===== config.mk =====
export PLATFORM = sky130hd
export DESIGN_NAME = lane_collector_flat
export DESIGN_NICKNAME = d
export VERILOG_FILES = /design/src/rtl/lane_collector_if.sv /design/src/rtl/lane_collector.sv /design/src/flat_wrapper.sv
export SDC_FILE = /design/constraint.sdc
export NUM_CORES = 1
export LEC_CHECK = 0
export CORE_ASPECT_RATIO = 1.5
export CORE_MARGIN = 2
export CORE_UTILIZATION = 55
export DETAILED_ROUTE_END_ITERATION = 10
export DONT_BUFFER_PORTS = 1
export GPL_TIMING_DRIVEN = 0
export PLACE_DENSITY_LB_ADDON = 0.1
export SYNTH_ARGS = -nofsm -noshare
export SYNTH_HDL_FRONTEND = slang
export SYNTH_SLANG_ARGS = --single-unit
export TNS_END_PERCENT = 10

===== constraint.sdc =====
create_clock -name clk -period 8.2 [get_ports clk]
set_input_delay 0.41 -clock clk [delete_from_list [all_inputs] [get_ports clk]]
set_output_delay 0.41 -clock clk [all_outputs]
set_load 0.02 [all_outputs]

===== src/rtl/lane_collector_if.sv =====
// Lane-collector bus: four returning data+valid lanes, the compacted byte stream
// with its valid/ready handshake, and status outputs.
interface lane_collector_if #(
  parameter int unsigned DATA_WIDTH = 8,
  parameter int unsigned DEPTH      = 16
);
  localparam int unsigned CntW = $clog2(DEPTH) + 1;

  logic [DATA_WIDTH-1:0] data_in0;
  logic [DATA_WIDTH-1:0] data_in1;
  logic [DATA_WIDTH-1:0] data_in2;
  logic [DATA_WIDTH-1:0] data_in3;
  logic                  valid_in0;
  logic                  valid_in1;
  logic                  valid_in2;
  logic                  valid_in3;
  logic                  in_ready;
  logic [DATA_WIDTH-1:0] data_out;
  logic                  valid_out;
  logic                  ready_out;
  logic [CntW-1:0]       fifo_count;
  logic                  overflow_err;
  logic                  idle_out;

  // Master drives the lanes and consumes the byte stream.
  modport master (
    output data_in0, data_in1, data_in2, data_in3,
    output valid_in0, valid_in1, valid_in2, valid_in3,
    output ready_out,
    input  in_ready, data_out, valid_out, fifo_count, overflow_err, idle_out
  );

  modport slave (
    input  data_in0, data_in1, data_in2, data_in3,
    input  valid_in0, valid_in1, valid_in2, valid_in3,
    input  ready_out,
    output in_ready, data_out, valid_out, fifo_count, overflow_err, idle_out
  );
endinterface


===== src/rtl/lane_collector.sv =====
// Compacts four returning lanes into a first-word-fall-through byte FIFO and
// flags idle once the lanes are quiet and the FIFO has drained.
module lane_collector #(
  parameter int unsigned DATA_WIDTH  = 8,
  parameter int unsigned DEPTH       = 16,
  parameter int unsigned IDLE_CYCLES = 4
) (
  input logic             clk,
  input logic             reset,
  lane_collector_if.slave bus
);
  localparam int unsigned PtrW  = $clog2(DEPTH);
  localparam int unsigned CntW  = PtrW + 1;
  localparam int unsigned IdleW = $clog2(IDLE_CYCLES + 1);

  typedef enum logic [0:0] {StActive, StIdle} state_e;

  logic [DATA_WIDTH-1:0] mem [DEPTH];
  logic [DATA_WIDTH-1:0] laneData [4];
  logic [3:0]            laneValid;
  logic [PtrW-1:0]       laneOffs [4];
  logic [2:0]            pushN;
  logic                  anyValid, inReady, validOut, popEn, quiet;

  logic [PtrW-1:0]  wrPtrQ, wrPtrD, rdPtrQ, rdPtrD;
  logic [CntW-1:0]  countQ, countD;
  logic             overflowQ, overflowD;
  state_e           stateQ, stateD;
  logic [IdleW-1:0] idleCntQ, idleCntD;

  assign laneData[0] = bus.data_in0;
  assign laneData[1] = bus.data_in1;
  assign laneData[2] = bus.data_in2;
  assign laneData[3] = bus.data_in3;
  assign laneValid   = {bus.valid_in3, bus.valid_in2, bus.valid_in1, bus.valid_in0};

  assign anyValid = |laneValid;
  assign inReady  = countQ <= CntW'(DEPTH - 4);
  assign validOut = countQ != '0;
  assign popEn    = validOut & bus.ready_out;
  assign quiet    = ~anyValid & (countQ == '0);

  // Each valid lane lands at wrPtr plus the number of valid lanes below it.
  always_comb begin
    pushN = '0;
    for (int i = 0; i < 4; i++) begin
      laneOffs[i] = PtrW'(pushN);
      pushN       = pushN + 3'(laneValid[i]);
    end
  end

  always_ff @(posedge clk) begin
    if (!reset && inReady) begin
      for (int i = 0; i < 4; i++) begin
        if (laneValid[i]) mem[wrPtrQ + laneOffs[i]] <= laneData[i];
      end
    end
  end

  always_comb begin
    wrPtrD    = wrPtrQ;
    countD    = countQ - CntW'(popEn);
    rdPtrD    = rdPtrQ + PtrW'(popEn);
    overflowD = overflowQ | (anyValid & ~inReady);
    if (inReady) begin
      wrPtrD = wrPtrQ + PtrW'(pushN);
      countD = countQ + CntW'(pushN) - CntW'(popEn);
    end
  end

  always_comb begin
    stateD   = stateQ;
    idleCntD = idleCntQ;
    unique case (stateQ)
      StActive: begin
        if (!quiet) begin
          idleCntD = '0;
        end else if (idleCntQ == IdleW'(IDLE_CYCLES - 1)) begin
          stateD   = StIdle;
          idleCntD = '0;
        end else begin
          idleCntD = idleCntQ + 1'b1;
        end
      end
      StIdle: begin
        if (anyValid) begin
          stateD   = StActive;
          idleCntD = '0;
        end
      end
      default: stateD = StActive;
    endcase
  end

  always_ff @(posedge clk) begin
    if (reset) begin
      wrPtrQ    <= '0;
      rdPtrQ    <= '0;
      countQ    <= '0;
      overflowQ <= 1'b0;
      stateQ    <= StActive;
      idleCntQ  <= '0;
    end else begin
      wrPtrQ    <= wrPtrD;
      rdPtrQ    <= rdPtrD;
      countQ    <= countD;
      overflowQ <= overflowD;
      stateQ    <= stateD;
      idleCntQ  <= idleCntD;
    end
  end

  assign bus.in_ready     = inReady;
  assign bus.data_out     = mem[rdPtrQ];
  assign bus.valid_out    = validOut;
  assign bus.fifo_count   = countQ;
  assign bus.overflow_err = overflowQ;
  assign bus.idle_out     = stateQ == StIdle;
endmodule


===== src/flat_wrapper.sv =====
// flat-port wrapper written by rule: the top's interface ports become plain ports
module lane_collector_flat 
#(
  parameter int unsigned DATA_WIDTH  = 8,
  parameter int unsigned DEPTH       = 16,
  parameter int unsigned IDLE_CYCLES = 4
)
  (clk, reset, bus_data_in0, bus_data_in1, bus_data_in2, bus_data_in3, bus_valid_in0, bus_valid_in1, bus_valid_in2, bus_valid_in3, bus_ready_out, bus_in_ready, bus_data_out, bus_valid_out, bus_fifo_count, bus_overflow_err, bus_idle_out);
  lane_collector_if #(.DATA_WIDTH(DATA_WIDTH), .DEPTH(DEPTH)) bus_i ();
  input logic clk;
  input logic reset;
  input wire logic [$bits(bus_i.data_in0)-1:0] bus_data_in0;
  input wire logic [$bits(bus_i.data_in1)-1:0] bus_data_in1;
  input wire logic [$bits(bus_i.data_in2)-1:0] bus_data_in2;
  input wire logic [$bits(bus_i.data_in3)-1:0] bus_data_in3;
  input wire logic [$bits(bus_i.valid_in0)-1:0] bus_valid_in0;
  input wire logic [$bits(bus_i.valid_in1)-1:0] bus_valid_in1;
  input wire logic [$bits(bus_i.valid_in2)-1:0] bus_valid_in2;
  input wire logic [$bits(bus_i.valid_in3)-1:0] bus_valid_in3;
  input wire logic [$bits(bus_i.ready_out)-1:0] bus_ready_out;
  output wire logic [$bits(bus_i.in_ready)-1:0] bus_in_ready;
  output wire logic [$bits(bus_i.data_out)-1:0] bus_data_out;
  output wire logic [$bits(bus_i.valid_out)-1:0] bus_valid_out;
  output wire logic [$bits(bus_i.fifo_count)-1:0] bus_fifo_count;
  output wire logic [$bits(bus_i.overflow_err)-1:0] bus_overflow_err;
  output wire logic [$bits(bus_i.idle_out)-1:0] bus_idle_out;
  assign bus_i.data_in0 = bus_data_in0;
  assign bus_i.data_in1 = bus_data_in1;
  assign bus_i.data_in2 = bus_data_in2;
  assign bus_i.data_in3 = bus_data_in3;
  assign bus_i.valid_in0 = bus_valid_in0;
  assign bus_i.valid_in1 = bus_valid_in1;
  assign bus_i.valid_in2 = bus_valid_in2;
  assign bus_i.valid_in3 = bus_valid_in3;
  assign bus_i.ready_out = bus_ready_out;
  assign bus_in_ready = bus_i.in_ready;
  assign bus_data_out = bus_i.data_out;
  assign bus_valid_out = bus_i.valid_out;
  assign bus_fifo_count = bus_i.fifo_count;
  assign bus_overflow_err = bus_i.overflow_err;
  assign bus_idle_out = bus_i.idle_out;
  lane_collector #(.DATA_WIDTH(DATA_WIDTH), .DEPTH(DEPTH), .IDLE_CYCLES(IDLE_CYCLES)) u_core (.clk(clk), .reset(reset), .bus(bus_i));
endmodule

### Yosys cells after proc, flatten, opt, wreduce, memory -nomap -nowiden

Memory sizes are Yosys's and may differ from the RTL's. A register that Yosys moved wholly into a read port is not among the register bits.
Cells that the tools add are included.
W data, S select, Z words.

| storage, ports and cells | value |
|---|---|
| input bits | 39 |
| register bits after elaboration | 18 |
| output and inout port bits | 17 |
| logic and storage cells | 56 |
| bits in writable memories | 128 |
| memories | 1 |

| operators by class | value |
|---|---|
| muxes and demuxes | 22 |
| $add $sub $neg | 12 |
| reductions and logical operators | 5 |
| bitwise gates (word level) | 7 |
| equal/unequal tests | 2 |
| $lt $le $gt $ge | 1 |

Memories:

| name | words | width | read ports | clocked after Yosys merged registers in | wr ports | line | RTL |
|---|---|---|---|---|---|---|---|
| u_core.mem | 16 | 8 | 1 | 1 | 4 | lane_collector.sv:18 | `logic [DATA_WIDTH-1:0] mem [DEPTH];` |

Operators by type and width:

| cell | number |
|---|---|
| $mux W1 | 15 |
| $add A4 B3 Y4 | 3 |
| $sub A5 B1 Y5 | 2 |
| $mux W3 | 3 |
| $add A4 B1 Y4 | 2 |
| $add A3 B1 Y3 | 2 |
| $pmux W3 S2 | 1 |
| $add A5 B3 Y5 | 1 |
| $le A5 B4 Y1 const B | 1 |
| $logic_not A5 Y1 | 1 |
| $mux W5 | 1 |
| $reduce_bool A5 Y1 | 1 |
| $mux W4 | 1 |
| $reduce_or A4 Y1 | 1 |
| $add A3 B1 Y3 const B | 1 |
| $and A1 B1 Y1 | 3 |
| $eq A3 B2 Y1 const B | 1 |
| $not A1 Y1 | 3 |
| $add A1 B1 Y2 | 1 |
| $ne A2 B1 Y1 const B | 1 |
| $pmux W1 S2 | 1 |
| $logic_and A1 B1 Y1 | 1 |
| $logic_not A1 Y1 | 1 |
| $or A1 B1 Y1 | 1 |

### Longest topological paths before layout

Gate-level depths: netlist of run 1.

| depth | value |
|---|---|
| depth after elaboration | 6 |
| gate-level depth with buffers | 14 |
| depth with buffers taken out | 14 |

### Worst setup path after synthesis of run 1

Ideal clock, no wire load.

| timing path | value |
|---|---|
| kind | input to register |
| start | input bus_valid_in2 |
| end | memory u_core.mem[2][0], enable pin |
| stages on the path | 10 |
| slack | 4,639 ps |
| arrival | 3,223 ps |
| required time | 7,863 ps |
| setup time | 337 ps |
| buffers on the path | 0 |
| cells stage by stage | fa_1 > ha_1 > inv_1 > fa_1 > or4b_1 > a211oi_1 > nand2_1 > nor2_2 > nor2_1 > nand3_1 |

RTL lines:

| item | line | RTL |
|---|---|---|
| start, declared | flat_wrapper.sv:18 | `input wire logic [$bits(bus_i.valid_in2)-1:0] bus_valid_in2;` |
| end, declared | lane_collector.sv:18 |  |

==> results.yml, run 1 <==
power:
  leakagePower_nw: 4.72
  internal_power_mw: 1.99
  comb_power_share_pct: 45.3
  clockPowerShare_pct: 23.9
  switching_share_pct: 42.0
  seqPwrFrac_pct: 30.7
  peakVddDrop_uv: 198
  power.density_nw_per_um2: 276
  total_power_mw: 3.43
  p_switching_mw: 1.44
synthesis:
  synth_warnings: 0
  synthDominantCellAreaShare_pct: 33.4
  muxShareOfSynthArea_pct: 19.0
  yosysUniqueCellTypes: 74
  synthArstFlopShare_pct: 0
  ys_ff_latch: 146
  synth_xor_area_share_pct: 1.49
  synthSimpleGateAreaFrac_pct: 21.5
  seq_area_frac_synth_pct: 36.6
  synth_compound_area_share_pct: 13.5
  avgSynthCellArea_sq_um: 9.77
  netlist_top_cells_area: "edfxtp_1, mux2i_1, mux4_2"
  synthAdderAreaFrac_pct: 3.53
  yosys-top-cells-count: "nor2_1, edfxtp_1, mux2i_1, nor3_1, a211oi_1"
  yosysMostFrequentCell: "nor2_1"
  synth_ff_type: "edfxtp_1"
  synth_area_sq_um: 11500
  synth_top_family_by_area: "simple AND/OR/NAND/NOR gates"
  yosysTopAreaCell: "edfxtp_1"
  syn_inst: 1176
  synth-edff-count: 128
  syn_nets: 1245
clock_tree:
  clockBufferDepth: 2
  cts_tree: "yes"
  post_cts_buffers: 0
  htreeDepth: 4
  clkSinkCount: 146
  root_buffer: "clkbuf_16"
  cts-buffers-inserted: 17
  postCtsResizedCells: 0
  insertion_delay_ps: 450
  hold_buffers: 0
  path_clk_slew_ps: 60
worst_setup_path:
  cp_data_arrival_time_ps: 4380
  end_kind: "flip-flop"
  crit_fanout: 10
  worstSetupStartpointType: "flip-flop"
  worstPathRequired_ps: 8190
  path_class: "reg2reg"
routing:
  via_per_inst: 7.38
  vias: 10900
  wl_met3_microns: 5790
  route.met2.wl_microns: 21700
  drtPass1Iterations: 6
  ant_nets: 0
  routed_wl_microns: 48000
  top_layer: "met4"
  drc_errors: 0
  drt_iter0_drc: 1742
  wl_per_cell_microns: 32.6
  drt-met1-wl_microns: 15700
final_layout:
  layout.nets: 1264
  final_cells: 1471
  drive_gt1_share_pct: 12.3
  syn2layout_area_growth_pct: 8.12
die:
  die_h_microns: 181
  io_pins: 56
  rows: 64
  coreArea_sq_um: 20400
  start_util_pct: 56.3
  die_area_sq_um: 22100
  die_w_microns: 122
hold_path:
  holdCritPathClass: "in2reg"
place:
  gp_congestion: 1.04
  numPortBuffers: 0
  dp_hpwl_microns: 35300
  place_inst: 1440
grt:
  grt_max_degree: 17
  grt_overflow_total: 0
  grt_pass1_vias: 10700
  antenna_found_initial: 3
  grt_pass1_wl_microns: 69700
  track_usage_pct: 44.5
sta:
  worstMarginPinSlew_ps: 1200
  slew_headroom_pct: 19.3
  clock_skew_ps: 14.3
  hold_slack_ps: 236
  finalCritPeriodShare_pct: 53.6
  fmax_mhz: 228
  maxSlewViolCount: 0
  period_minus_slack_ps: 4390
  setup_viol: 0
  hold_viol_final: 0
  grt_setup_unrepaired: "no"
  setup_tns_ps: 0
outcome:
  status: "complete, no violations"
run:
  drv_cap: 0
registers in the layout, summed over array words and instances, names as in the netlist:
register                 cells
u_core.bus.idle_out          1
u_core.bus.fifo_count        5
u_core.idleCntQ              3
u_core.rdPtrQ                4
u_core.mem                 128
u_core.wrPtrQ                4
u_core.bus.overflow_err      1
cell families (layout without fill, tap and decap cells):
kind of cell    after synthesis  in the layout
compound gates              186            186
flops                       146            146
other cells                   0              1
fa+ha+maj                    30             30
xor+xnor                     17             17
buf+inv                     117            147
simple gates                513            513
mux                         167            167
layout by cell type (no fill, tap or decap), drive strengths merged, types with 5 or more instances in the layout:
master,Yosys,layout
a21o,7,7
nor3,111,111
buf,48,48
mux2i,124,124
nor2,216,216
and2,9,9
nand2,58,58
xor2,5,5
nand3,23,23
clkbuf,48,66
o21ai,11,11
clkinv,2,9
a221oi,28,28
a21oi,26,26
ha,26,26
a211oi,82,82
and3,33,33
nand2b,13,13
xnor2,12,12
inv,19,19
dfxtp,18,18
nor4,24,24
mux4,40,40
a2111oi,5,5
a31oi,5,5
edfxtp,128,128
power groups by stage:
stage	clock network [mW]	logic [mW]	registers, mW
6_report	0.822	1.56	1.05
5_1_grt	0.837	1.64	1.06
4_1_cts	0.808	1.51	1.06
3_5_place_dp	0	1.50	1.07
3_3_place_gp	0	1.49	1.07
2_1_floorplan	0	1.07	1.04
final timing paths:
path	startpoint	end	slack (ps)	depth (start not counted)
worst max register to register	u_core.wrPtrQ[1]	u_core.mem[9][3]	3810	9
worst max-delay path	u_core.wrPtrQ[1]	u_core.mem[9][3]	3810	9
worst min-delay path	bus_ready_out	u_core.bus.fifo_count[0]	240	3
worst min register to register	u_core.idleCntQ[2]	u_core.idleCntQ[2]	480	1
layer usage:
| layer | vias to the layer above | global-route usage [%] |
|---|---|---|
| li1 | 4505 | - |
| met1 | 5081 | 51.6 |
| met2 | 956 | 68.0 |
| met3 | 312 | 12.2 |
| met4 | 0 | 36.2 |
| met5 | - | 0 |
through the flow:
step | instance area (sq um) | util (%) | setup WS [ps]
2_1_floorplan | 11500 | - | 4640
3_3_place_gp | 11800 | 57.9 | 3850
3_5_place_dp | 11800 | 57.9 | 3850
4_1_cts | 12400 | 60.8 | 3960
5_1_grt | 12400 | 60.8 | 3660
6_report | 12400 | 60.9 | 3810
critical path, cell delays in order (launching register included):
cell and delay (ps):
dfxtp_1 470, buf_2 260, buf_1 520, xor2_1 210, ha_1 180, a21oi_2 60
xnor2_1 700, nor2_1 220, a21oi_1 590, nand3_1 710
final cells by class:
type	instances	area, sq um
clock inverters	12	166
multi-input cells	913	6790
plain buffers	96	422
inverters	21	78.8
diodes	1	2.50
fillers	1796	7990
clock buffers	18	429
well taps	264	330
flip-flops and latches	146	4200
(Power assumes the default switching activity.)
==> inputs of run 2 (changes only) <==
clock period = 3.7 ns   (was 8.2 ns; I/O delays follow)
==> run 2 against run 1 <==
Net effect:
- the run now ends with setup timing left
- count of clock-buffer cells in the layout is the same
- register-to-register slack lost 4000 ps
- global-route usage grew 0.12 points
- critical path type unchanged
- highest routed layer unchanged
==> results.yml, run 2 (synthesis results as in run 1) <==
die:
  io_pins: 56
  start_util_pct: 56.3
  die_area_sq_um: 22100
  die_w_microns: 122
  die_h_microns: 181
  rows: 64
  coreArea_sq_um: 20400
grt:
  grt_overflow_total: 0
  grt_max_degree: 17
  grt_pass1_vias: 10700
  track_usage_pct: 44.6
  grt_pass1_wl_microns: 69900
  antenna_found_initial: 4
worst_setup_path:
  worstSetupStartpointType: "flip-flop"
  crit_fanout: 9
  r2r-start: "u_core.wrPtrQ[0]"
  cp_data_arrival_time_ps: 3960
  worstPathRequired_ps: 3750
  path_class: "reg2reg"
  r2r_end: "u_core.mem[9][3]"
  crit_start: "u_core.wrPtrQ[0]"
  rrSetupSlack_ps: -210
  r2r.worst_path.cells: 7
  end_kind: "flip-flop"
  crit_end: "u_core.mem[9][3]"
final_layout:
  final_cells: 1475
  largest_register_ff_count: 128
  design_area_sq_um: 12600
  final_util_pct: 61.7
  layout.nets: 1265
  layout_common_cells: "nor2_1, edfxtp_1, mux2i_1, nor3_1, a211oi_1"
  layout_commonest_cell: "nor2_1"
  syn2layout_area_growth_pct: 9.69
  drive_gt1_share_pct: 15.0
sta:
  grt_setup_unrepaired: "yes"
  maxSlewViolCount: 0
  slew_headroom_pct: 17.9
  fmax_mhz: 256
  setup_slack_ps: -209
  finalCritPeriodShare_pct: 106
  worstMarginPinSlew_ps: 1220
  clock_skew_ps: 10.9
  hold_viol_final: 0
  setup_viol: 24
  period_minus_slack_ps: 3910
routing:
  routed_wl_microns: 48300
  wl_per_cell_microns: 32.7
  vias: 10800
  ant_nets: 0
  drc_errors: 0
  via_per_inst: 7.35
  drtPass1Iterations: 8
  drt_iter0_drc: 1789
power:
  switching_share_pct: 42.1
  seqPwrFrac_pct: 30.4
  total_power_mw: 7.69
  power.density_nw_per_um2: 610
  internal_power_mw: 4.46
  p_switching_mw: 3.24
  peakVddDrop_uv: 408
  clockPowerShare_pct: 23.7
  leakagePower_nw: 4.84
  comb_power_share_pct: 45.9
clock_tree:
  path_clk_slew_ps: 70
  htreeDepth: 4
  cts-buffers-inserted: 17
  insertion_delay_ps: 450
  hold_buffers: 0
  clkSinkCount: 146
  root_buffer: "clkbuf_16"
  clockBufferDepth: 2
  cts_tree: "yes"
place:
  numPortBuffers: 0
  dp_hpwl_microns: 35300
  place_inst: 1440
  gp_congestion: 1.04
  dp_slack_ps: -517
  place_area_sq_um: 11800
outcome:
  violations: "setup timing"
  status: "finished, violations left"
run:
  drv_cap: 0
hold_path:
  holdCritPathClass: "in2reg"
-- run 2: changes by cell type in the layout (fill, tap and decap cells not counted), sizes merged --
cell	previous run	this run
clkdlybuf4s15	0	1
buf	48	45
clkbuf	66	69
diode	1	4
-- run 2: layer usage --
layer  GRT usage [%]  routed length, microns  part of all wire [%]
met1            51.8                   15700                    32
met5               0                       0                     0
met2            67.7                   21600                    45
met3            12.9                    6070                    13
met4            36.1                    4920                    10
-- run 2: how the worst min path moves through the flow --
stage	startpoint	to	slack [ps]	cells past startpoint
floorplan	bus_valid_in3	u_core.bus.overflow_err	420	4
global placement	bus_ready_out	u_core.bus.fifo_count[0]	460	3
detailed placement	bus_ready_out	u_core.bus.fifo_count[0]	470	3
CTS	bus_ready_out	u_core.bus.fifo_count[0]	10	3
global route	bus_ready_out	u_core.bus.fifo_count[0]	50	3
finish	bus_ready_out	u_core.bus.fifo_count[0]	10	3
-- run 2: area by class of cell --
cell class                 instances  area [sq um]
multi-input combinational        913          6940
timing repair buffer               1          7.51
inverter                          21          78.8
clock inverter                    12           166
fill                            1782          7810
sequential                       146          4210
tap                              264           330
buffer                            96           438
clock buffer                      18           429
antenna                            4          10.0
-- run 2: critical path: stages (launching register included) --
cell	delay, ps
dfxtp_1	460
ha_1	250
nor2b_1	180
nor2_1	80
a311oi_2	710
nand2_1	590
a21oi_1	740
nand3_2	500
-- run 2: what timing repair did --
action	4_1_cts	5_1_grt
endpoints found under the hold margin	0	0
setup endpoints to repair	201	190
buffers inserted	1	0
gates cloned	0	0
pin swaps	1	1
resized for setup	22	21
-- run 2: metrics by stage --
stage               TNS [ps]  hold slack, ps
global placement      -45700             462
floorplan                  0             419
finish                 -2690            13.1
global route           -4290            54.2
CTS                    -28.5            12.3
detailed placement    -42950             470
-- run 2: power by group through the flow --
stage,clock (mW),sequential [mW],combinational (mW)
after global routing,1.85,2.36,3.72
after detailed placement,0,2.37,3.33
final,1.83,2.34,3.53
after global placement,0,2.36,3.30
after CTS,1.79,2.34,3.39
after floorplan,0,2.30,2.38
==> inputs of run 3 (changes only) <==
PLACE_DENSITY = 0.73   (was default)
PLACE_DENSITY_LB_ADDON = default   (was 0.1)
==> run 3 against run 2 <==
Net effect:
- the flow still finishes with violations (setup timing)
- global-route usage shrank 1.4 points
- cell count shrank 0.20%
- final area shrank 0.42%
- total power shrank 1.2%
- count of clock-buffer cells in the layout is the same
- hold slack gained 4.2 ps
- register-to-register slack gained 150 ps
- flip-flop and latch count is the same
- critical path depth grew 3
- first-iteration DRC count shrank 0.50%
==> results.yml, run 3 (synthesis results as in run 1) <==
outcome:
  status: "finished, violations left"
  violations: "setup timing"
place:
  place_inst: 1440
  numPortBuffers: 0
  dp_hpwl_microns: 34300
  gp_congestion: 1.07
  place_area_sq_um: 11800
die:
  rows: 64
  start_util_pct: 56.3
  die_area_sq_um: 22100
  die_h_microns: 181
  die_w_microns: 122
  coreArea_sq_um: 20400
  io_pins: 56
worst_setup_path:
  worstPathRequired_ps: 3930
  path_cells: "buf_2, inv_1, fa_1, or4b_1, a211o_1, nor2_1, nand2_1, clkbuf_1, and3_1, nor3_1"
  cp_data_arrival_time_ps: 3990
  end_kind: "flip-flop"
  critPathSlowestCell: "or4b_1"
  path_class: "reg2reg"
  worstSetupStartpointType: "flip-flop"
  cp_slowest_stage_delay_ps: 570
  crit_fanout: 10
sta:
  maxSlewViolCount: 0
  grt_setup_unrepaired: "yes"
  setup_slack_ps: -57.6
  fmax_mhz: 266
  hold_viol_final: 0
  setup_viol: 2
  finalCritPeriodShare_pct: 102
  slew_headroom_pct: 30.7
  clock_skew_ps: 14.0
  setup_tns_ps: -107
  worstMarginPinSlew_ps: 1040
  period_minus_slack_ps: 3760
power:
  internal_power_mw: 4.38
  switching_share_pct: 42.3
  power.density_nw_per_um2: 605
  peakVddDrop_uv: 431
  clockPowerShare_pct: 23.4
  p_switching_mw: 3.22
  comb_power_share_pct: 45.8
  leakagePower_nw: 4.80
  seqPwrFrac_pct: 30.8
clock_tree:
  clkSinkCount: 146
  htreeDepth: 4
  insertion_delay_ps: 450
  root_buffer: "clkbuf_16"
  path_clk_slew_ps: 70
  cts-buffers-inserted: 17
  hold_buffers: 0
  cts_tree: "yes"
  clockBufferDepth: 2
grt:
  grt_overflow_total: 0
  track_usage_pct: 43.2
  grt_pass1_vias: 10400
  antenna_found_initial: 1
  grt_max_degree: 17
  grt_pass1_wl_microns: 67900
hold_path:
  holdCritPathClass: "in2reg"
run:
  drv_cap: 0
routing:
  drtPass1Iterations: 7
  wl_per_cell_microns: 32.0
  drt_iter0_drc: 1780
  ant_nets: 0
  vias: 10800
  drc_errors: 0
  routed_wl_microns: 47200
  via_per_inst: 7.34
final_layout:
  final_cells: 1472
  fillerInstances: 1739
  syn2layout_area_growth_pct: 9.23
  final_util_pct: 61.5
  layout.nets: 1265
  layout_commonest_cell: "nor2_1"
  diodes: 0
  drive_gt1_share_pct: 14.6
  largest_register_ff_count: 128
  design_area_sq_um: 12600
  layout_common_cells: "nor2_1, edfxtp_1, mux2i_1, nor3_1, a211oi_1"
==> run 3: critical path: cells and delay by family, from the launching register on <==
family	cells	cell delay [ps]
compound gates	1	310
flops	1	400
fa+ha+maj	1	540
simple gates	5	1580
buf+inv	3	700
==> run 3: final timing paths <==
kind | start | end | slack, ps | cells after the start
worst min-delay path | bus_ready_out | u_core.bus.fifo_count[0] | 20 | 3
worst max-delay path | u_core.wrPtrQ[1] | u_core.mem[10][5] | -60 | 10
worst min register to register | u_core.idleCntQ[2] | u_core.idleCntQ[2] | 480 | 1
worst max register to register | u_core.wrPtrQ[1] | u_core.mem[10][5] | -60 | 10
==> run 3: repair_timing <==
| action | in CTS | in global routing |
|---|---|---|
| pin swaps | 0 | 2 |
| gates cloned | 0 | 0 |
| gates resized for setup | 15 | 19 |
| setup endpoints to repair | 191 | 174 |
| buffers inserted | 0 | 1 |
| endpoints found under the hold margin | 0 | 0 |
==> run 3: per-layer routing <==
| layer | up-vias | wire, microns | track usage (%) |
|---|---|---|---|
| li1 | 4509 | - | - |
| met1 | 5104 | 15300 | 50.3 |
| met5 | - | 13 | 0 |
| met4 | 2 | 4230 | 29.4 |
| met2 | 904 | 21300 | 66.9 |
| met3 | 291 | 6250 | 14.3 |
==> run 3: power groups by stage <==
stage,Combinational [mW],Sequential [mW],Clock [mW]
6_report,3.48,2.34,1.78
2_1_floorplan,2.38,2.30,0
3_5_place_dp,3.31,2.38,0
3_3_place_gp,3.27,2.36,0
4_1_cts,3.35,2.34,1.77
5_1_grt,3.67,2.37,1.83
==> run 3: cell type report <==
cell class | count | area, sq um | area share, %
multi-input cells | 913 | 6910 | 55.1
well taps | 264 | 330 | 2.63
clock buffers | 18 | 429 | 3.42
inverters | 21 | 78.8 | 0.628
clock inverters | 13 | 161 | 1.29
plain buffers | 96 | 428 | 3.41
flip-flops and latches | 146 | 4210 | 33.5
repair buffers | 1 | 7.51 | 0.0598
==> run 3: metrics by stage <==
| stage | hold slack, ps | setup WS, ps | total power [mW] |
|---|---|---|---|
| floorplan | 419 | 364 | 4.68 |
| global placement | 463 | -480 | 5.63 |
| detailed placement | 470 | -497 | 5.69 |
| CTS | 13.4 | -1.25 | 7.47 |
| global route | 33.0 | -101 | 7.86 |
| finish | 17.3 | -57.6 | 7.60 |
